--- src/rtl/fixed_point_div_ctrl_pkg.sv ---
// Shared types and defaults for the fixed-point divider control path.
// State encoding plus default iteration geometry.
package fixed_point_div_pkg;

    localparam int DEF_ITERS   = 14;
    localparam int DEF_OV_ITER = 9;
    localparam int DEF_CNT_W   = 4;

    typedef enum logic [2:0] {
        IDLE,
        LOAD,
        INIT,
        SHIFT,
        CMP,
        DONE
    } div_state_t;

endpackage

--- src/rtl/fixed_point_div_ctrl_if.sv ---
// Handshake, datapath flags and strobes between the divider controller
// and its datapath / requester.
interface fixed_point_div_ctrl_if #(
    parameter int CNT_W = 4
);

    logic             start;
    logic             b_zero;
    logic             gt;
    logic             ov_in;
    logic             ld_a;
    logic             ld_b;
    logic             init;
    logic             shift;
    logic             sub;
    logic             ready;
    logic             busy;
    logic             done;
    logic             ov;
    logic             dz;
    logic [CNT_W-1:0] iter;

    modport master (
        output start,
        output b_zero,
        output gt,
        output ov_in,
        input  ld_a,
        input  ld_b,
        input  init,
        input  shift,
        input  sub,
        input  ready,
        input  busy,
        input  done,
        input  ov,
        input  dz,
        input  iter
    );

    modport slave (
        input  start,
        input  b_zero,
        input  gt,
        input  ov_in,
        output ld_a,
        output ld_b,
        output init,
        output shift,
        output sub,
        output ready,
        output busy,
        output done,
        output ov,
        output dz,
        output iter
    );

endinterface

--- src/rtl/fixed_point_div_ctrl_iter_cnt.sv ---
// Iteration counter for the divider: synchronous clear, enable,
// saturates at LAST so it never wraps mid-divide.
module div_iter_cnt #(
    parameter int CNT_W = 4,
    parameter int LAST  = 13
) (
    input  logic             clk,
    input  logic             rst,
    input  logic             clr,
    input  logic             en,
    output logic [CNT_W-1:0] count,
    output logic             term
);

    localparam logic [CNT_W-1:0] LAST_V = CNT_W'(LAST);

    assign term = (count == LAST_V);

    // Count enabled iterations, holding at the terminal value.
    always_ff @(posedge clk or negedge rst) begin
        if (!rst) begin
            count <= '0;
        end else if (clr) begin
            count <= '0;
        end else if (en && !term) begin
            count <= count + CNT_W'(1);
        end
    end

endmodule

--- src/rtl/fixed_point_div_ctrl.sv ---
// Restoring-divide sequencer: load, init, then ITERS shift/compare
// pairs, with early exit on divide-by-zero or integer overflow.
module fixed_point_div_ctrl
    import fixed_point_div_pkg::*;
#(
    parameter int ITERS   = DEF_ITERS,
    parameter int OV_ITER = DEF_OV_ITER,
    parameter int CNT_W   = DEF_CNT_W
) (
    input  logic                 clk,
    input  logic                 rst,
    fixed_point_div_ctrl_if.slave bus
);

    localparam logic [CNT_W-1:0] OV_IDX = CNT_W'(OV_ITER);
    localparam logic [CNT_W-1:0] LAST_V = CNT_W'(ITERS - 1);

    div_state_t       state;
    logic             ov_q;
    logic             dz_q;
    logic [CNT_W-1:0] iter;
    logic             cnt_term;
    logic             cnt_clr;
    logic             cnt_en;
    logic             in_cmp;
    logic             ov_hit;

    assign in_cmp  = (state == CMP);
    assign ov_hit  = in_cmp && bus.ov_in && (iter == OV_IDX);
    assign cnt_clr = (state == INIT);
    // Only advance when another shift follows, so iter stays in range.
    assign cnt_en  = in_cmp && !ov_hit && !cnt_term;

    div_iter_cnt #(
        .CNT_W (CNT_W),
        .LAST  (ITERS - 1)
    ) u_cnt (
        .clk   (clk),
        .rst   (rst),
        .clr   (cnt_clr),
        .en    (cnt_en),
        .count (iter),
        .term  (cnt_term)
    );

    // Sequencer state plus sticky status flags.
    always_ff @(posedge clk or negedge rst) begin
        if (!rst) begin
            state <= IDLE;
            ov_q  <= 1'b0;
            dz_q  <= 1'b0;
        end else begin
            unique case (state)
                IDLE: begin
                    if (bus.start) begin
                        ov_q  <= 1'b0;
                        dz_q  <= 1'b0;
                        state <= LOAD;
                    end
                end
                LOAD: begin
                    state <= INIT;
                end
                INIT: begin
                    if (bus.b_zero) begin
                        dz_q  <= 1'b1;
                        state <= DONE;
                    end else begin
                        state <= SHIFT;
                    end
                end
                SHIFT: begin
                    state <= CMP;
                end
                CMP: begin
                    if (ov_hit) begin
                        ov_q  <= 1'b1;
                        state <= DONE;
                    end else if (cnt_term) begin
                        state <= DONE;
                    end else begin
                        state <= SHIFT;
                    end
                end
                DONE: begin
                    state <= IDLE;
                end
                default: begin
                    state <= IDLE;
                end
            endcase
        end
    end

    assign bus.ld_a  = (state == LOAD);
    assign bus.ld_b  = (state == LOAD);
    assign bus.init  = (state == INIT);
    assign bus.shift = (state == SHIFT);
    assign bus.sub   = in_cmp && bus.gt;
    assign bus.ready = (state == IDLE);
    assign bus.busy  = (state != IDLE) && (state != DONE);
    assign bus.done  = (state == DONE);
    assign bus.ov    = ov_q;
    assign bus.dz    = dz_q;
    assign bus.iter  = iter;

    a_strobe_excl: assert property (
        @(posedge clk) disable iff (!rst)
        $onehot0({bus.ld_a, bus.init, bus.shift, bus.sub})
    );

    a_iter_range: assert property (
        @(posedge clk) disable iff (!rst)
        iter <= LAST_V
    );

endmodule

--- src/flat_wrapper.sv ---
// flat-port wrapper written by rule: the top's interface ports become plain ports
module fixed_point_div_ctrl_flat import fixed_point_div_pkg::*;
#(
    parameter int ITERS   = DEF_ITERS,
    parameter int OV_ITER = DEF_OV_ITER,
    parameter int CNT_W   = DEF_CNT_W
)
  (clk, rst, bus_start, bus_b_zero, bus_gt, bus_ov_in, bus_ld_a, bus_ld_b, bus_init, bus_shift, bus_sub, bus_ready, bus_busy, bus_done, bus_ov, bus_dz, bus_iter);
  fixed_point_div_ctrl_if #(.CNT_W(CNT_W)) bus_i ();
  input  logic clk;
  input  logic rst;
  input wire logic [$bits(bus_i.start)-1:0] bus_start;
  input wire logic [$bits(bus_i.b_zero)-1:0] bus_b_zero;
  input wire logic [$bits(bus_i.gt)-1:0] bus_gt;
  input wire logic [$bits(bus_i.ov_in)-1:0] bus_ov_in;
  output wire logic [$bits(bus_i.ld_a)-1:0] bus_ld_a;
  output wire logic [$bits(bus_i.ld_b)-1:0] bus_ld_b;
  output wire logic [$bits(bus_i.init)-1:0] bus_init;
  output wire logic [$bits(bus_i.shift)-1:0] bus_shift;
  output wire logic [$bits(bus_i.sub)-1:0] bus_sub;
  output wire logic [$bits(bus_i.ready)-1:0] bus_ready;
  output wire logic [$bits(bus_i.busy)-1:0] bus_busy;
  output wire logic [$bits(bus_i.done)-1:0] bus_done;
  output wire logic [$bits(bus_i.ov)-1:0] bus_ov;
  output wire logic [$bits(bus_i.dz)-1:0] bus_dz;
  output wire logic [$bits(bus_i.iter)-1:0] bus_iter;
  assign bus_i.start = bus_start;
  assign bus_i.b_zero = bus_b_zero;
  assign bus_i.gt = bus_gt;
  assign bus_i.ov_in = bus_ov_in;
  assign bus_ld_a = bus_i.ld_a;
  assign bus_ld_b = bus_i.ld_b;
  assign bus_init = bus_i.init;
  assign bus_shift = bus_i.shift;
  assign bus_sub = bus_i.sub;
  assign bus_ready = bus_i.ready;
  assign bus_busy = bus_i.busy;
  assign bus_done = bus_i.done;
  assign bus_ov = bus_i.ov;
  assign bus_dz = bus_i.dz;
  assign bus_iter = bus_i.iter;
  fixed_point_div_ctrl #(.ITERS(ITERS), .OV_ITER(OV_ITER), .CNT_W(CNT_W)) u_core (.clk(clk), .rst(rst), .bus(bus_i));
endmodule
--- config.mk ---
export PLATFORM = sky130hd
export DESIGN_NAME = fixed_point_div_ctrl_flat
export DESIGN_NICKNAME = d
export VERILOG_FILES = /design/src/rtl/fixed_point_div_ctrl_pkg.sv /design/src/rtl/fixed_point_div_ctrl_if.sv /design/src/rtl/fixed_point_div_ctrl_iter_cnt.sv /design/src/rtl/fixed_point_div_ctrl.sv /design/src/flat_wrapper.sv
export SDC_FILE = /design/constraint.sdc
export NUM_CORES = 1
export LEC_CHECK = 0
export ABC_CLOCK_PERIOD_IN_PS = 4160
export BUFFER_PORTS_ARGS = -buffer_cell sky130_fd_sc_hd__buf_2
export CAP_MARGIN = 30
export CORE_AREA = 2 2 39 41
export DETAILED_ROUTE_END_ITERATION = 16
export DIE_AREA = 0 0 41 43
export PLACE_DENSITY_LB_ADDON = 0.08
export SLEW_MARGIN = 20
export SYNTH_ARGS = -nofsm -noshare
export SYNTH_HDL_FRONTEND = slang
export SYNTH_HIERARCHICAL = 1
export SYNTH_SLANG_ARGS = --single-unit
--- constraint.sdc ---
create_clock -name clk -period 4.16 [get_ports clk]
set_clock_uncertainty 0.1 [all_clocks]
set_input_delay 1.248 -clock clk [delete_from_list [all_inputs] [get_ports clk]]
set_output_delay 1.248 -clock clk [all_outputs]
set_load 0.005 [all_outputs]
== Word-level counts from Yosys, hierarchy flattened ==
Cells that the tools add are included.
Operators by class
  reductions and logical operators: 16
  add/sub/neg operators: 1
  muxes and demuxes: 12
  equality and inequality tests: 11
Operators by type and width (number)
  3-bit one-hot mux with 5 select lines: 1
  3-bit 2-to-1 mux: 4
  4-bit equality test, second input constant: 2
  4-bit 2-to-1 mux: 2
  1-bit logical AND: 7
  3-bit by 2-bit equality test with 1-bit output, second input constant: 2
  3-bit equality test, second input constant: 2
  2-bit != test, second input constant: 3
  3-bit AND reduction: 2
  2-bit nonzero test: 3
  4-bit by 1-bit adder with 4-bit output, second input constant: 1
  1-bit one-hot mux with 2 select lines: 2
  3-bit by 1-bit equality test with 1-bit output, second input constant: 1
  3-bit logical NOT: 1
  1-bit 2-to-1 mux: 3
  3-bit != test, second input constant: 1
  3-bit nonzero test: 1
  1-bit logical NOT: 2
Storage, ports and cells
  flip-flop bits (word level): 9
  bits of input ports: 6
  output and inout bits: 14
  word-level logic and storage cells: 44

== Logic depth before layout (Yosys ltp) ==
  word-level depth: 9
  gate-level depth with buffers: 8

== Modules after synthesis ==
Netlist, hierarchy kept.
Modules (own cells, without submodules)
  fixed_point_div_ctrl: cells an instance 36, times used 1, area each 317.8 µm²
  div_iter_cnt: cells an instance 25, times used 1, area each 236.5 µm²

== Worst setup path after synthesis ==
OpenSTA, ideal clock, no wires.
  path type: input to output
  from: input bus_gt
  to: output bus_sub
  path slack: 1.412 ns
  data arrival time: 1.400 ns
  path buffers: 0
  stages: 1
  cells stage by stage: and3_1
Between the ends
  cells in the longest elaborated chain, start to end: 1
Ends and longest elaborated chain
  from (decl): line flat_wrapper.sv:14  | input wire logic [$bits(bus_i.gt)-1:0] bus_gt;
  1-bit logical AND: line fixed_point_div_ctrl.sv:99  | assign bus.sub = in_cmp && bus.gt;
  to (decl): line flat_wrapper.sv:20  | output wire logic [$bits(bus_i.sub)-1:0] bus_sub;
Every way passes these cells.

== Worst setup path in the final report ==
Ends and elaborated chain as after synthesis.

==> out/metrics.cfg <==
[cts]
cts_sinks=9
clockBufferDepth=2
path_clk_slew_ns=0.06
cts_max_level=1
clkLatencyLatePin_ns=0.25
hold_buffers=0
cts-root-buf=clkbuf_4
cts_tree=done
numCtsBuffers=3
cts_setup_buffers=0
post_cts_resized=0

[cells_and_area]
fin_cells=98
seq_area_sq_um=225
multi_input_area_sq_um=300
n_fill_cell=155
antennaDiodeCount=0
fin_area_sq_um=686
syn2layout_area_growth_pct=23.7
drive_gt1_share_pct=32.9
fin_nets=91

[route]
drc=0
ant_nets=0
first_iter_violations=8
num_vias=516
postRouteWirelength_mm=1.13
vias_per_cell=5.27
firstDrtPassIters=4
wire_per_inst_um=11.5

[grt]
globalRouteTotalUtil_pct=17.0
grt_pass1_vias=436
grt_first_pass_wirelength_mm=1.93
antenna_found_initial=0
overflow=0
grt_max_degree=15

[setup_path]
critPathBufInv=2
slowest_delay_ns=0.14
r2r_slack_ns=2.11
path_cells=buf_2, and3_1, buf_2
arrival_ns=1.60
cp-endpoint=bus_sub
rr_startpoint=u_core/u_cnt/count[1]
critPathLaunchType=primary input
cp_max_fo=1
reg2reg_to=u_core/u_cnt/count[3]
startpoint=bus_gt
cp-end-kind=primary output
crit_top_cell=buf_2
critPathKind=primary input to primary output
rr_worst_depth=8
worstPathRequired_ns=2.81
path_depth=3
cpLargestDelayFamily=buffers and inverters
worst_path_max_delay_cell=and3_1

[timing]
period_minus_slack_ns=2.95
worst_slack_ns=1.21
finalMaxSlewViolations=0
period_share_pct=70.9
setup_violations=0
hold_violations=0
whs_ns=0.407
fin_tns_setup_ns=0
rsz0062_at_grt=no
fmax_mhz=339
maxSlewHeadroom_pct=60.7
worstMarginPinSlew_ns=0.586

[placement]
dp.cells=94
gp_congestion=0.666
port_buffers=19
dp_hpwl_um=872
dpl_cell_area_sq_um=659
place_ws_ns=1.21

[synth]
netlist_instances=61
synthFlopType=dfrtp_1
synth_seq_cells=9
yosys_warnings=6
synth_top_cell_area_share_pct=40.6
async_flop_share_pct=100
synthTopCellsByCount=9 x dfrtp_1, 6 x nor2_1, 5 x nor3_1, 4 x a21oi_1
synth-edff-count=0
synth_nets=69
synth.area.top_cells=dfrtp_1 41%, ha_1 4.5%, nor3_1 4.5%
syn_avg_cell_area_sq_um=9.09
syn_area_sq_um=554
ys_seq_area_share_pct=40.6
ys_types=29
yosys.area.top_type=dfrtp_1
yosysMostFrequentCell=dfrtp_1

[die]
die_h_um=43
core_sq_um=1380
die_area_sq_um=1760
start_util_pct=40.1
die_w_um=41
ios=20
core.rowCount=14

[power]
p_leak_uw=0.000350
power_density_nw_per_um2=585
ir_worst_vdd_mv=0.244

[min_path]
worst_hold_startpoint=u_core/bus.dz
hold_class=flip-flop to flip-flop

[job]
max_cap_violations=0

[outcome]
status=finished clean

## sequential cells by signal, summed over array words and instances, names as in the netlist
name	flops
u_core/u_cnt/count	4
u_core/bus.dz	1
u_core/bus.ov	1
u_core/state	3
## cell usage in the layout (no fill, tap or decap), types with 2 or more instances in the layout
cell type,n
nor3b_1,3
ha_1,2
and3_1,2
clkbuf_4,3
nor3_1,5
and2_1,2
nand2_1,2
buf_2,19
nor2_1,6
nand3_1,3
inv_1,3
o2bb2ai_1,2
a21oi_1,4
dfrtp_1,9
## power breakdown
part           internal, uW  leakage, uW  switching, uW
clock network          36.8    0.0000150           28.0
logic                  89.9     0.000217           87.2
registers               112     0.000118           47.1
total                   239     0.000350            162
## layout make-up
cell class                      count  area share [%]
Clock buffer                        4            3.83
Inverter                            3            1.64
Multi-Input combinational cell     46            43.8
Sequential cell                     9            32.8
Tap cell                           16            2.92
Timing Repair Buffer               20            15.0
## how the worst min path moves through the flow
stage	endpoint	slack [ns]	cells after the start
after floorplan	u_core/bus.dz	0.40	1
after global placement	u_core/bus.dz	0.39	1
after detailed placement	u_core/bus.dz	0.40	1
after CTS	u_core/bus.dz	0.41	1
after global routing	u_core/bus.dz	0.42	1
final	u_core/bus.dz	0.41	1
## metal layers
layer / part of all wire [%] / global-route usage [%] / wire (um)
met5: 0 / 0 / 0
met3: 6.9 / 3.14 / 78
met2: 48 / 23.1 / 537
met4: 1.3 / 14.0 / 15
met1: 44 / 22.0 / 498
## cell families after synthesis
logic type,count (synthesis),synth area share (%)
flip-flops,9,40.6
buffers and inverters,6,5.19
AO/OA/AOI/OAI,14,18.3
adder cells (fa/ha/maj),2,4.51
AND/OR/NAND/NOR,30,31.4
## through the flow
| stage | utilization (%) | power (uW) |
|---|---|---|
| after floorplan | - | 277 |
| after global placement | 47.6 | 338 |
| after detailed placement | 47.6 | 340 |
| after CTS | 49.5 | 409 |
| after global routing | 49.5 | 447 |
| final | 49.5 | 401 |
Power figures use the tool's default switching activity.
